--- src/rtl/uart_pkg.sv ---
// ----------------------------------------------------------------------------
// uart_pkg
//   Types, constants and helpers shared by the UART transmit path.
//
//   UART_DATA_W  - payload width of one serial character (8N1 framing)
//   tx_state_t   - serializer states, IDLE -> START -> DATA -> [PARITY] -> STOP
//   even_parity  - parity bit that makes the total number of ones even
//
//   The PARITY state is always part of the enum so that both builds share one
//   encoding. It is only reachable when UART_TX_PARITY_EN is defined.
// ----------------------------------------------------------------------------
package uart_pkg;

  localparam int UART_DATA_W = 8;

  typedef enum logic [2:0] {
    IDLE,
    START,
    DATA,
    PARITY,
    STOP
  } tx_state_t;

  // Even parity: the XOR of the data bits, so data plus parity bit always
  // holds an even number of ones.
  function automatic logic even_parity(input logic [UART_DATA_W-1:0] data);
    return ^data;
  endfunction

endpackage

--- src/rtl/uart_tx.sv ---
// ----------------------------------------------------------------------------
// uart_tx
//   Serializer core: baud counter, shift register and framing FSM. It pulls
//   bytes through a valid/ready pop interface. When the stop bit ends and
//   another byte is waiting, that byte is taken at once, so frames sit back to
//   back on the line.
//
//   Optional build macro: UART_TX_PARITY_EN adds an even-parity bit after data
//   bit 7. Without the macro the frame is 8N1.
//
//   Ports
//     i_clk      system clock, rising edge
//     i_rst      synchronous, active-high reset
//     pop_valid  a byte is available at pop_data
//     pop_data   byte offered by the buffer (show-ahead head word)
//     pop_ready  the core takes pop_data at this edge (valid && ready = pop)
//     txd        registered serial line, idles high
//     active     a frame is in progress (state is not IDLE)
// ----------------------------------------------------------------------------
module uart_tx
  import uart_pkg::*;
#(
  parameter int CLKS_PER_BIT = 868
) (
  input  logic                   i_clk,
  input  logic                   i_rst,
  input  logic                   pop_valid,
  input  logic [UART_DATA_W-1:0] pop_data,
  output logic                   pop_ready,
  output logic                   txd,
  output logic                   active
);

  localparam int CNT_W = (CLKS_PER_BIT > 1) ? $clog2(CLKS_PER_BIT) : 1;
  localparam logic [CNT_W-1:0] CNT_LAST = CNT_W'(CLKS_PER_BIT - 1);
  localparam int IDX_W = $clog2(UART_DATA_W);
  localparam logic [IDX_W-1:0] IDX_LAST = IDX_W'(UART_DATA_W - 1);

  tx_state_t              state_q, state_d;
  logic [CNT_W-1:0]       cnt_q, cnt_d;
  logic [IDX_W-1:0]       idx_q, idx_d;
  logic [UART_DATA_W-1:0] shift_q, shift_d;
  logic                   txd_q, txd_d;
  logic                   bit_end;
`ifdef UART_TX_PARITY_EN
  logic                   par_q, par_d;
`endif

  // The line value is derived from the current state and registered. The
  // line therefore lags the state register by one clock. Every bit still
  // lasts exactly CLKS_PER_BIT cycles, and o_txd has no glitches.
  always_comb begin
    // NOTE: every signal gets a default before the case statement. A path
    // that leaves one unassigned would otherwise infer a latch.
    state_d   = state_q;
    cnt_d     = cnt_q;
    idx_d     = idx_q;
    shift_d   = shift_q;
    pop_ready = 1'b0;
    txd_d     = 1'b1;
    bit_end   = (cnt_q == CNT_LAST);
`ifdef UART_TX_PARITY_EN
    par_d     = par_q;
`endif

    // The baud counter runs only inside a frame. It wraps at terminal count,
    // and that wrap marks the bit boundary.
    if (state_q != IDLE) begin
      cnt_d = bit_end ? '0 : cnt_q + 1'b1;
    end

    case (state_q)
      IDLE: begin
        txd_d     = 1'b1;
        pop_ready = 1'b1;
        if (pop_valid) begin
          shift_d = pop_data;
          cnt_d   = '0;
          state_d = START;
`ifdef UART_TX_PARITY_EN
          par_d   = even_parity(pop_data);
`endif
        end
      end

      START: begin
        txd_d = 1'b0;
        if (bit_end) begin
          idx_d   = '0;
          state_d = DATA;
        end
      end

      DATA: begin
        txd_d = shift_q[0];
        if (bit_end) begin
          shift_d = shift_q >> 1;
          idx_d   = idx_q + 1'b1;
          if (idx_q == IDX_LAST) begin
`ifdef UART_TX_PARITY_EN
            state_d = PARITY;
`else
            state_d = STOP;
`endif
          end
        end
      end

`ifdef UART_TX_PARITY_EN
      PARITY: begin
        txd_d = par_q;
        if (bit_end) begin
          state_d = STOP;
        end
      end
`endif

      STOP: begin
        txd_d = 1'b1;
        if (bit_end) begin
          // On the last stop cycle, a waiting byte goes straight into a new
          // start bit, so no idle gap appears between frames.
          pop_ready = 1'b1;
          if (pop_valid) begin
            shift_d = pop_data;
            state_d = START;
`ifdef UART_TX_PARITY_EN
            par_d   = even_parity(pop_data);
`endif
          end else begin
            state_d = IDLE;
          end
        end
      end

      default: begin
        state_d = IDLE;
      end
    endcase
  end

  // NOTE: state elements use non-blocking assignments. All registers then
  // update together at the edge, whatever order the statements are in.
  always_ff @(posedge i_clk) begin
    if (i_rst) begin
      state_q <= IDLE;
      cnt_q   <= '0;
      idx_q   <= '0;
      shift_q <= '0;
      txd_q   <= 1'b1;
`ifdef UART_TX_PARITY_EN
      par_q   <= 1'b0;
`endif
    end else begin
      state_q <= state_d;
      cnt_q   <= cnt_d;
      idx_q   <= idx_d;
      shift_q <= shift_d;
      txd_q   <= txd_d;
`ifdef UART_TX_PARITY_EN
      par_q   <= par_d;
`endif
    end
  end

  assign txd    = txd_q;
  assign active = (state_q != IDLE);

endmodule

--- src/rtl/uart_tx_wrap.sv ---
// ----------------------------------------------------------------------------
// uart_tx_wrap
//   UART transmitter with a buffered AXI-Stream byte input. Each byte accepted
//   on the slave port enters a show-ahead FIFO. The uart_tx core drains the
//   FIFO onto the serial line, LSB first.
//
//   Optional build macro: UART_TX_PARITY_EN (even parity, 11-bit frame).
//
//   Parameters
//     CLKS_PER_BIT  clock cycles per serial bit (>= 2)
//     FIFO_DEPTH    FIFO entries (power of two, >= 2)
//
//   Ports
//     i_clk            system clock, rising edge
//     i_rst            synchronous, active-high reset
//     i_s_axis_tvalid  input byte valid
//     i_s_axis_tdata   input byte, sampled only at a handshake
//     o_s_axis_tready  FIFO can accept a byte (registered, low in reset)
//     o_txd            serial data line, idles high
//     o_busy           a frame is in flight or the FIFO holds data (registered)
// ----------------------------------------------------------------------------
module uart_tx_wrap
  import uart_pkg::*;
#(
  parameter int CLKS_PER_BIT = 868,
  parameter int FIFO_DEPTH   = 16
) (
  input  logic                   i_clk,
  input  logic                   i_rst,
  input  logic                   i_s_axis_tvalid,
  input  logic [UART_DATA_W-1:0] i_s_axis_tdata,
  output logic                   o_s_axis_tready,
  output logic                   o_txd,
  output logic                   o_busy
);

  localparam int PTR_W = $clog2(FIFO_DEPTH);
  localparam int CNT_W = PTR_W + 1;
  localparam logic [CNT_W-1:0] CNT_FULL = CNT_W'(FIFO_DEPTH);

  logic [UART_DATA_W-1:0] mem [FIFO_DEPTH];
  logic [PTR_W-1:0]       wr_ptr_q, rd_ptr_q;
  logic [CNT_W-1:0]       count_q, count_d;
  logic                   tready_q;
  logic                   busy_q;

  logic                   push;
  logic                   pop;
  logic                   fifo_valid;
  logic                   core_ready;
  logic                   core_active;
  logic                   core_txd;

  assign fifo_valid = (count_q != '0);
  assign push       = i_s_axis_tvalid && tready_q;
  assign pop        = fifo_valid && core_ready;

  // A push together with a pop leaves the fill level unchanged. A push into a
  // full FIFO cannot happen because tready is low then. A pop from an empty
  // FIFO cannot happen because valid is low then.
  always_comb begin
    count_d = count_q;
    case ({push, pop})
      2'b10:   count_d = count_q + 1'b1;
      2'b01:   count_d = count_q - 1'b1;
      default: count_d = count_q;
    endcase
  end

  // Pointers are PTR_W bits wide, so they wrap modulo the power-of-two depth
  // without any extra logic.
  always_ff @(posedge i_clk) begin
    if (i_rst) begin
      wr_ptr_q <= '0;
      rd_ptr_q <= '0;
      count_q  <= '0;
      tready_q <= 1'b0;
      busy_q   <= 1'b0;
    end else begin
      if (push) wr_ptr_q <= wr_ptr_q + 1'b1;
      if (pop)  rd_ptr_q <= rd_ptr_q + 1'b1;
      count_q  <= count_d;
      // Ready is registered and taken from the next fill level. The FIFO
      // therefore never accepts a byte once it is full.
      tready_q <= (count_d != CNT_FULL);
      busy_q   <= core_active || fifo_valid;
    end
  end

  // NOTE: the storage array has no reset. After reset the pointers and the
  // count mark every entry as empty, so stale contents are never read.
  always_ff @(posedge i_clk) begin
    if (push) begin
      mem[wr_ptr_q] <= i_s_axis_tdata;
    end
  end

  uart_tx #(
    .CLKS_PER_BIT (CLKS_PER_BIT)
  ) u_tx (
    .i_clk     (i_clk),
    .i_rst     (i_rst),
    .pop_valid (fifo_valid),
    .pop_data  (mem[rd_ptr_q]),
    .pop_ready (core_ready),
    .txd       (core_txd),
    .active    (core_active)
  );

  assign o_s_axis_tready = tready_q;
  assign o_txd           = core_txd;
  assign o_busy          = busy_q;

endmodule

--- config.mk ---
export PLATFORM = sky130hd
export DESIGN_NAME = uart_tx_wrap
export DESIGN_NICKNAME = d
export VERILOG_FILES = /design/src/rtl/uart_pkg.sv /design/src/rtl/uart_tx.sv /design/src/rtl/uart_tx_wrap.sv
export SDC_FILE = /design/constraint.sdc
export NUM_CORES = 1
export LEC_CHECK = 0
export CAP_MARGIN = 15
export CORE_ASPECT_RATIO = 0.8
export CORE_MARGIN = 5
export CORE_UTILIZATION = 25
export DETAILED_ROUTE_END_ITERATION = 10
export PLACE_DENSITY = 0.41
export SLEW_MARGIN = 20
export SYNTH_ARGS = -nofsm -noshare
export SYNTH_HDL_FRONTEND = slang
export SYNTH_SLANG_ARGS = --single-unit
--- constraint.sdc ---
create_clock -name i_clk -period 3.52 [get_ports i_clk]
set_clock_uncertainty 0.2 [all_clocks]
set_input_delay 0.352 -clock i_clk [delete_from_list [all_inputs] [get_ports i_clk]]
set_output_delay 0.352 -clock i_clk [all_outputs]
set_load 0.005 [all_outputs]
### Word-level counts from Yosys, hierarchy flattened

Memories as Yosys holds them, arrays and structs flattened. A register that Yosys moved wholly into a read port is not among the register bits.
Cells that the tools add are included.

| word-level totals | value |
|---|---|
| register bits after elaboration | 40 |
| memory bits (writable) | 128 |
| output and inout bits | 3 |
| word-level logic and storage cells | 67 |
| memories | 1 |

| cells by class | value |
|---|---|
| $add $sub $neg | 6 |
| eq/ne operators | 13 |
| multiplexer cells | 26 |
| reductions and logical operators | 11 |

Memory list:

| memory | depth | bits a word | read ports | clocked after memory_dff | wr ports | line | RTL |
|---|---|---|---|---|---|---|---|
| mem | 16 | 8 | 1 | 1 | 1 | uart_tx_wrap.sv:41 | `logic [UART_DATA_W-1:0] mem [FIFO_DEPTH];` |

Operators by type and width:

| cell | number |
|---|---|
| 10-bit 2-to-1 mux | 4 |
| 8-bit 2-to-1 mux | 3 |
| 8-bit case mux with 3 select lines | 1 |
| 3-bit 2-to-1 mux | 7 |
| 3-bit case mux with 4 select lines | 1 |
| 10-bit by 1-bit adder with 10-bit output (second input constant) | 1 |
| 10-bit == test (second input constant) | 1 |
| 5-bit case mux with 2 select lines | 1 |
| 4-bit by 1-bit adder with 4-bit output (second input constant) | 2 |
| 4-bit 2-to-1 mux | 2 |
| 2-bit by 1-bit != test with 1-bit output (second input constant) | 4 |
| 3-bit == test (second input constant) | 2 |
| 3-bit case mux with 2 select lines | 1 |
| 3-bit AND reduction | 2 |
| 3-bit nonzero test | 2 |
| 5-bit by 1-bit adder with 5-bit output (second input constant) | 1 |
| 5-bit != test (second input constant) | 1 |
| 5-bit AND reduction | 1 |
| 5-bit nonzero test | 1 |
| 5-bit by 1-bit subtractor with 5-bit output (second input constant) | 1 |
| 1-bit 2-to-1 mux | 4 |
| 1-bit case mux with 2 select lines | 2 |
| 3-bit by 1-bit adder with 3-bit output (second input constant) | 1 |
| 3-bit by 1-bit == test with 1-bit output (second input constant) | 1 |
| other kinds (8) | 9 |

### Longest topological paths before layout

Gate-level depths: netlist of run 1.

| logic depth | value |
|---|---|
| word-level depth | 7 |
| mapped depth | 14 |
| depth with buffers taken out | 12 |

### Modules after synthesis

Synthesis of run 1 repeated with hierarchy kept, for this count alone.

| unflattened totals | value |
|---|---|
| cell total of the unflattened synthesis | 455 |
| area, all modules | 7156.9 um^2 |

By module, submodules not included:

| module | times used | cells each | area an instance (um^2) | seq. area each (um^2) |
|---|---|---|---|---|
| uart_tx_wrap | 1 | 304 | 5840.6 | 4224.1 |
| uart_tx | 1 | 151 | 1316.3 | 500.5 |

### Least setup slack after synthesis of run 1

Ideal clock, no wire load.

| path | value |
|---|---|
| kind | register -> register |
| from | register count_q[1] |
| to | register tready_q, in the netlist o_s_axis_tready |
| arrival time | 2.842 ns |
| required time | 3.239 ns |
| path slack | 0.397 ns |
| cell stages (with the launch flop) | 15 |
| buffers on the path | 2 |
| cells stage by stage | dfxtp_1 -> buf_2 -> or4_4 -> o21ai_2 -> a211o_1 -> inv_1 -> ha_1 -> clkbuf_1 -> xor2_1 -> ha_1 -> and3b_1 -> o21ai_0 -> a21oi_1 -> xor2_1 -> a41oi_1 |

| between the ends | value |
|---|---|
| cells in the longest elaborated chain, start to end | 5 |
| elaborated cells between the ends (all ways) | 8 |
| those cells by class | add/sub (2); eq/ne (3); mux (1); reduce/logical (2) |

RTL lines:

| item | line | RTL |
|---|---|---|
| from (decl) | uart_tx_wrap.sv:43 | `logic [CNT_W-1:0] count_q, count_d;` |
| from (signal assigned) | uart_tx_wrap.sv:82 | `count_q <= count_d;` |
| branches (longest 3 deep; another with 5-bit by 1-bit subtractor with 5-bit output) | -- |  |
| 5-bit case mux with 2 select lines (*) | uart_tx_wrap.sv:63 | `case ({push, pop})` |
| 5-bit != test (*) | uart_tx_wrap.sv:85 | `tready_q <= (count_d != CNT_FULL);` |
| to (signal assigned) | uart_tx_wrap.sv:85 |  |
| to (decl) | uart_tx_wrap.sv:44 | `logic tready_q;` |

Mark *: on every way between the ends.
A chain may end at the register's enable or synchronous reset.

### Final worst setup path of run 1

| path | value |
|---|---|
| from | register u_tx.cnt_q[7] |
| to | register tready_q, in the netlist o_s_axis_tready |

| between the ends | value |
|---|---|
| cells in the longest elaborated chain, start to end | 7 |
| elaborated cells between the ends (all ways) | 8 |
| those cells by class | eq/ne (4); mux (3); reduce/logical (1) |

RTL lines:

| item | line | RTL |
|---|---|---|
| from (decl) | uart_tx.sv:40 | `logic [CNT_W-1:0] cnt_q, cnt_d;` |
| from (signal assigned) | uart_tx.sv:156 | `cnt_q <= cnt_d;` |
| 10-bit == test (*) | uart_tx.sv:61 | `bit_end = (cnt_q == CNT_LAST);` |
| 1-bit 2-to-1 mux (*) | uart_tx.sv:120 | `if (bit_end) begin` |
| 1-bit case mux with 2 select lines (*) | uart_tx.sv:72 | `case (state_q)` |
| 1-bit logical AND (*) | uart_tx_wrap.sv:56 | `assign pop = fifo_valid && core_ready;` |
| 2-bit by 1-bit == test with 1-bit output or 2-bit == test (tied branches) | uart_tx_wrap.sv:63 |  |
| 5-bit case mux with 2 select lines (*) | uart_tx_wrap.sv:63 |  |
| 5-bit != test (*) | uart_tx_wrap.sv:85 |  |

Every way passes the cells marked *; elsewhere a longest branch is shown, timed or not.

==> results of run 1 <==
==> worst max-delay path by stage <==
stage	startpoint	to	cells after the start
CTS	u_tx.cnt_q[7]$_SDFF_PP0_	o_s_axis_tready$_SDFF_PP0_	12
finish	u_tx.cnt_q[7]$_SDFF_PP0_	o_s_axis_tready$_SDFF_PP0_	12
detailed placement	u_tx.cnt_q[7]$_SDFF_PP0_	o_s_axis_tready$_SDFF_PP0_	12
global route	u_tx.cnt_q[7]$_SDFF_PP0_	o_s_axis_tready$_SDFF_PP0_	12
floorplan	count_q[1]$_SDFF_PP0_	o_s_axis_tready$_SDFF_PP0_	14
global placement	u_tx.cnt_q[7]$_SDFF_PP0_	o_s_axis_tready$_SDFF_PP0_	12
==> metrics by stage <==
step,total power [W],setup slack (ps)
floorplan,0.003385,397.1
global placement,0.003724,329.9
detailed placement,0.003747,323.4
CTS,0.005549,310.3
global route,0.005771,59.01
finish,0.005476,333.9
==> area by class of cell <==
| cell class | instances | share of cell area |
|---|---|---|
| sequential | 172 | 0.5648 |
| timing repair buffer | 22 | 0.02303 |
| inverter | 15 | 0.006729 |
| tap | 370 | 0.05533 |
| clock inverter | 13 | 0.01495 |
| clock buffer | 19 | 0.05174 |
| multi-input combinational | 277 | 0.2834 |
==> state kept, by name (all words and copies together) (netlist names), named ones only <==
name             count
mem                128
u_tx.cnt_q          10
u_tx.shift_q         8
count_q              5
rd_ptr_q             4
wr_ptr_q             4
u_tx.idx_q           3
u_tx.state_q         3
o_busy               1
o_s_axis_tready      1
u_tx.txd             1
==> cells in the mapped netlist (8+ instances only) <==
master,count
edfxtp_1,128
dfxtp_1,44
nor2_1,39
mux4_2,26
a21oi_1,24
nand2_1,17
clkbuf_1,15
inv_1,15
mux2_2,14
and2_1,12
o21ai_0,12
ha_1,11
xor2_1,11
nor3_1,10
and3_1,8
nand3_1,8
==> logic make-up after synthesis <==
family	share of synthesized area
flops	0.6491
simple gates	0.09971
compound gates	0.08286
mux	0.1062
buf+inv	0.02510
xor+xnor	0.01805
fa+ha+maj	0.01891
==> power by group <==
part | internal [W] | switching (W) | total (W)
sequential | 0.00231 | 0.000155 | 0.00246
clock | 0.000938 | 0.000853 | 0.00179
combinational | 0.000583 | 0.000641 | 0.00122
total | 0.00383 | 0.00165 | 0.00548
==> worst max-delay path, cell delays in order, from the launching register on <==
cell and delay [ps]:
dfxtp_1 370, nor4_4 380, nand4_4 200, a211o_1 390, inv_1 90, ha_1 310, xor2_1 180, ha_1 190
and3b_1 160, o21ai_0 70, a21oi_1 170, xor2_1 180, a41oi_1 120
==> per-layer routing <==
layer | vias up | part of all wire | track usage
met5 | - | 0 | 0
met4 | 0 | 0.0065 | 0.03189
met3 | 4 | 0.029 | 0.02150
met2 | 49 | 0.48 | 0.1614
met1 | 2036 | 0.48 | 0.1306
li1 | 1916 | - | -
==> layout by cell type (no fill, tap or decap), drive strengths merged, types with 3 or more instances in the layout <==
master and n:
and2 13, and3 8, nand2 17, clkinvlp 3, nand2b 7, buf 10, nor3 11, edfxtp 128
clkdlybuf4s50 12, clkbuf 19, a22oi 3, mux4 26, ha 11, nor2 39, a21oi 24, mux2 14
o41ai 7, nand4b 7, a2111oi 3, dfxtp 44, o211ai 4, xnor2 4, xor2 11, a211o 3
o21ai 13, inv 23, o221ai 6, nor2b 6, mux2i 3, nand3 8
==> results.yml, run 1 <==
detailed_routing:
  viasPerCell: 4.510
  drc: 0
  routed_wl_um: 15630
  dr.pass1.iters: 4
  dr.first_iter.drc_count: 212
  drt.antenna.violating_nets: 0
  routedWlPerCell_um: 17.60
  vias: 4005
synthesis:
  synth_seq_cells: 172
  ys_types: 56
  syn_avg_cell_area_um2: 14.85
  ys_seq_area_frac: 0.6491
  synthFlopType: "edfxtp_1"
  synth_top_area_share: 0.5281
  synthCells: 490
  synth.cell_area_um2: 7278
  synth_area_leader_cell: "edfxtp_1"
  synth_edf_count: 128
  yosys_warnings: 0
  syn-num-nets: 512
  synthTopCellsByArea: "edfxtp_1 53%, dfxtp_1 12%, mux4_2 8.0%"
  async_reset_ff_frac: 0
global_routing:
  grt_pass1_vias: 4206
  grt_first_pass_wirelength_um: 24640
  antenna_found_initial: 0
  overflow: 0
  grt_util_all_layers: 0.09835
  grt_max_degree: 49
finish:
  final_layout_size_suffix_gt1_frac: 0.1873
  multi_input_area_um2: 2371
  utilization: 0.2937
  fillCellCount: 2870
  area_growth_pct: 14.96
  num_antenna_cells: 0
  layout.nets: 527
  stdcell_area_um2: 8367
  final_cells: 888
  layout.area.seq_um2: 4726
place:
  gp_congestion: 0.7637
  place_inst: 856
  portBuffers: 13
  placed_cell_area_um2: 7809
  hpwl_um: 10530
clock_tree:
  cts_tree: "yes"
  clkTransAtPathRegs_ps: 70
  cts_root_buffer: "clkbuf_16"
  clk_latency_ps: 420
  cts_repair_resize_count: 0
  clk_path_buf_depth: 2
  cts-buffers-inserted: 17
  post_cts_buffers: 0
  hold_buffers: 0
  cts_max_level: 4
  numClockSinks: 172
min_path:
  hold_class: "reg2reg"
  min_from: "u_tx.shift_q[7]$_SDFFE_PP0P_"
  hold_depth: 2
  min_to: "u_tx.shift_q[7]$_SDFFE_PP0P_"
sta:
  setup_tns_ps: 0
  final.min_clock_period_ps: 3186
  finalSetupViolations: 0
  final-hold-violation-count: 0
  slew_headroom: 0.4012
  fmax_ghz: 0.3139
  tightest_slew_ps: 886.5
  min_period_over_period: 0.9051
  drv_slew: 0
  rsz0062_at_grt: "no"
  holdWs_ps: 273.8
setup_path:
  r2r_end: "o_s_axis_tready$_SDFF_PP0_"
  crit_type: "reg2reg"
  r2r_cells: 12
  cp_max_fo: 8
  rr_startpoint: "u_tx.cnt_q[7]$_SDFF_PP0_"
  cp.arrival_ps: 3250
  critPathLaunchType: "flip-flop"
  crit_path_end_kind: "flip-flop"
  r2r_slack_ps: 330
  required_ps: 3580
floorplan:
  start_util: 0.2555
  pin_count: 14
  core_um2: 28490
  die_area_um2: 32650
  rows: 55
  die_x_um: 200.8
  die_h_um: 162.6
job:
  drv_cap: 0
power_and_ir_drop:
  ir_drop_mv: 0.3248
  power_leakage_nw: 2.771
  power.density_nw_per_um2: 654.5
status:
  status: "completed"
Note: power is estimated with default switching activity, not from simulation.
==> run 2, diff against run 1 <==
--- a/config.mk
+++ b/config.mk
@@ -14,4 +14,5 @@
 export SLEW_MARGIN = 20
 export SYNTH_ARGS = -nofsm -noshare
 export SYNTH_HDL_FRONTEND = slang
+export SYNTH_HIERARCHICAL = 1
 export SYNTH_SLANG_ARGS = --single-unit
==> run 2 against run 1 <==
  * Cell area is 1.0% higher
  * Wire length is 1.6% lower
  * Non-clock buffer count is 14 higher
  * Count of clock-buffer cells in the layout is 2 lower
  * Final cell count is 2.3% lower
  * Area after synthesis is 1.7% lower
  * Sequential power is 2% lower
  * Register-to-register slack hardly changed
  * Critical path depth is 1 higher
  * Die area is 1.6% lower
  * Combinational power is 9.8% higher
  * Largest cell class unchanged
  * Largest power group unchanged
  * Highest routed layer unchanged
==> results.yml, run 2 <==
place:
  portBuffers: 13
  hpwl_um: 10310
  place_inst: 836
  gp_congestion: 0.7234
finish:
  layout.nets: 506
  final_cell_mix: "128 x edfxtp_1, 45 x nor2_1, 43 x dfxtp_1"
  num_antenna_cells: 0
  final_layout_size_suffix_gt1_frac: 0.2329
  largest_reg_flops: 128
  layout_commonest_cell: "edfxtp_1"
  final_cells: 868
  top_regs: "mem x128, u_tx/cnt_q x10, u_tx/shift_q x8"
  area_growth_pct: 18.13
  regMostFlops: "mem"
power_and_ir_drop:
  power_frac_seq: 0.424
  ir_drop_mv: 0.3498
  sw_frac_of_total: 0.3137
  p_int_w: 0.003883
  clkPwrFrac: 0.339
  switching_power_w: 0.001775
  power_leakage_nw: 2.650
  power.density_nw_per_um2: 669.3
  combPwrFrac: 0.237
synthesis:
  ys_types: 59
  ys_top_cells_by_count: "128 x edfxtp_1, 45 x nor2_1, 44 x dfxtp_1"
  synthCells: 455
  synthTopCellsByArea: "edfxtp_1 54%, mux4_2 13%, dfxtp_1 12%"
  synth.cell_area_um2: 7157
  ys_seq_area_frac: 0.6601
  synth_edf_count: 128
  synth_seq_cells: 172
  synth.most_common_cell: "edfxtp_1"
  synth_area_leader_cell: "edfxtp_1"
  synthFlopType: "edfxtp_1"
  synth_top_area_share: 0.5371
  syn-num-nets: 476
  async_reset_ff_frac: 0
  syn_avg_cell_area_um2: 15.73
  yosys_warnings: 6
clock_tree:
  cts_root_buffer: "clkbuf_16"
  post_cts_buffers: 0
  hold_buffers: 0
  cts-buffers-inserted: 17
  clk_latency_ps: 430
  cts_repair_resize_count: 0
  clk_path_buf_depth: 2
  clkTransAtPathRegs_ps: 80
  cts_max_level: 4
  numClockSinks: 172
  cts_tree: "yes"
setup_path:
  critPathCapture: "o_s_axis_tready$_SDFF_PP0_"
  cp_max_fo: 5
  rr_startpoint: "u_tx/cnt_q[0]$_SDFF_PP0_"
  critical_path.startpoint: "u_tx/cnt_q[0]$_SDFF_PP0_"
  r2r_end: "o_s_axis_tready$_SDFF_PP0_"
  crit_path_end_kind: "flip-flop"
  r2r_cells: 13
  r2r_slack_ps: 330
  required_ps: 3590
  critPathLaunchType: "flip-flop"
  cp.arrival_ps: 3260
  crit_type: "reg2reg"
sta:
  holdWs_ps: 293.0
  fmax_ghz: 0.3136
  setup_tns_ps: 0
  tightest_slew_ps: 880.6
  final-hold-violation-count: 0
  finalSetupViolations: 0
  final.min_clock_period_ps: 3189
  drv_slew: 0
  rsz0062_at_grt: "no"
  min_period_over_period: 0.9060
  slew_headroom: 0.4084
global_routing:
  overflow: 0
  grt_first_pass_wirelength_um: 23930
  antenna_found_initial: 0
  grt_max_degree: 44
  grt_pass1_vias: 4030
  grt_util_all_layers: 0.09930
floorplan:
  start_util: 0.2530
  die_h_um: 161.3
  core_um2: 28280
  rows: 55
  pin_count: 14
  die_x_um: 199.2
  die_area_um2: 32130
detailed_routing:
  viasPerCell: 4.524
  routedWlPerCell_um: 17.71
  vias: 3927
  drt.antenna.violating_nets: 0
  drc: 0
  dr.pass1.iters: 4
  routed_wl_um: 15370
  dr.first_iter.drc_count: 304
job:
  drv_cap: 0
status:
  status: "completed"
min_path:
  hold_class: "reg2reg"
-- run 2: cell count changes in the layout (fill, tap and decap cells not counted), sizes merged, moves of 9 or more --
cell	change
buf	+14
mux2	-14
mux4	+14
a21oi	-11
inv	-11
and2	-10
a211oi	+9
-- run 2: through the flow --
stage | power [W] | cell area (um^2) | setup WS (ps) | utilization
after floorplan | 0.003395 | 7157 | 297.6 | -
after global placement | 0.003760 | 7804 | 303.0 | 0.2759
after detailed placement | 0.003791 | 7804 | 175.1 | 0.2759
after CTS | 0.005728 | 8438 | 122.7 | 0.2983
after global routing | 0.005992 | 8454 | 47.88 | 0.2989
final | 0.005658 | 8454 | 330.9 | 0.2989
-- run 2: layer usage --
metal,global-route usage,share of wire,up-vias
met1,0.1406,0.50,2026
met3,0.02294,0.026,14
met4,0.02797,0.011,0
li1,-,-,1842
met2,0.1530,0.46,45
met5,0,0,-
-- run 2: how the worst min path moves through the flow --
stage	slack [ps]	to	startpoint	cells past startpoint
after floorplan	220	u_tx/cnt_q[5]$_SDFF_PP0_	i_rst	1
after global placement	260	u_tx/idx_q[1]$_SDFFE_PP0P_	u_tx/idx_q[1]$_SDFFE_PP0P_	2
after detailed placement	290	u_tx/idx_q[1]$_SDFFE_PP0P_	u_tx/idx_q[1]$_SDFFE_PP0P_	2
after CTS	300	u_tx/idx_q[1]$_SDFFE_PP0P_	u_tx/idx_q[1]$_SDFFE_PP0P_	2
after global routing	320	u_tx/shift_q[7]$_SDFFE_PP0P_	u_tx/shift_q[7]$_SDFFE_PP0P_	2
final	290	u_tx/shift_q[7]$_SDFFE_PP0P_	u_tx/shift_q[7]$_SDFFE_PP0P_	2
-- run 2: layout make-up --
cell class,instances,area (um^2)
timing repair buffer,36,310.3
clock inverter,15,209.0
multi-input combinational,252,2298
fill,2767,19830
inverter,6,22.52
clock buffer,17,425.4
sequential,172,4726
tap,370,462.9
-- run 2: power groups by stage --
stage	Combinational, W	Sequential [W]	Clock (W)
floorplan	0.00100	0.00240	0
global placement	0.00132	0.00244	0
detailed placement	0.00134	0.00245	0
CTS	0.00135	0.00240	0.00198
global route	0.00150	0.00242	0.00207
finish	0.00134	0.00240	0.00192
-- run 2: cells by family (layout without fill, tap and decap cells) --
kind of cell / after synthesis / count (layout) / synth area share
XOR/XNOR: 12 / 12 / 0.01469
buffers and inverters: 31 / 74 / 0.02168
adder cells (fa/ha/maj): 10 / 10 / 0.01748
AO/OA/AOI/OAI: 56 / 56 / 0.05507
flip-flops: 172 / 172 / 0.6601
multiplexers: 50 / 50 / 0.1399
AND/OR/NAND/NOR: 124 / 124 / 0.09109
-- run 2: critical path: stages (launching register included) --
cell	delay [ps]
dfxtp_1	400
ha_1	260
and4b_2	330
a31oi_2	130
nor3_2	170
a21boi_1	260
o21ai_2	120
xnor2_1	160
ha_1	230
a21oi_1	100
nor4b_2	270
a41oi_2	60
xnor2_1	220
a41oi_2	130
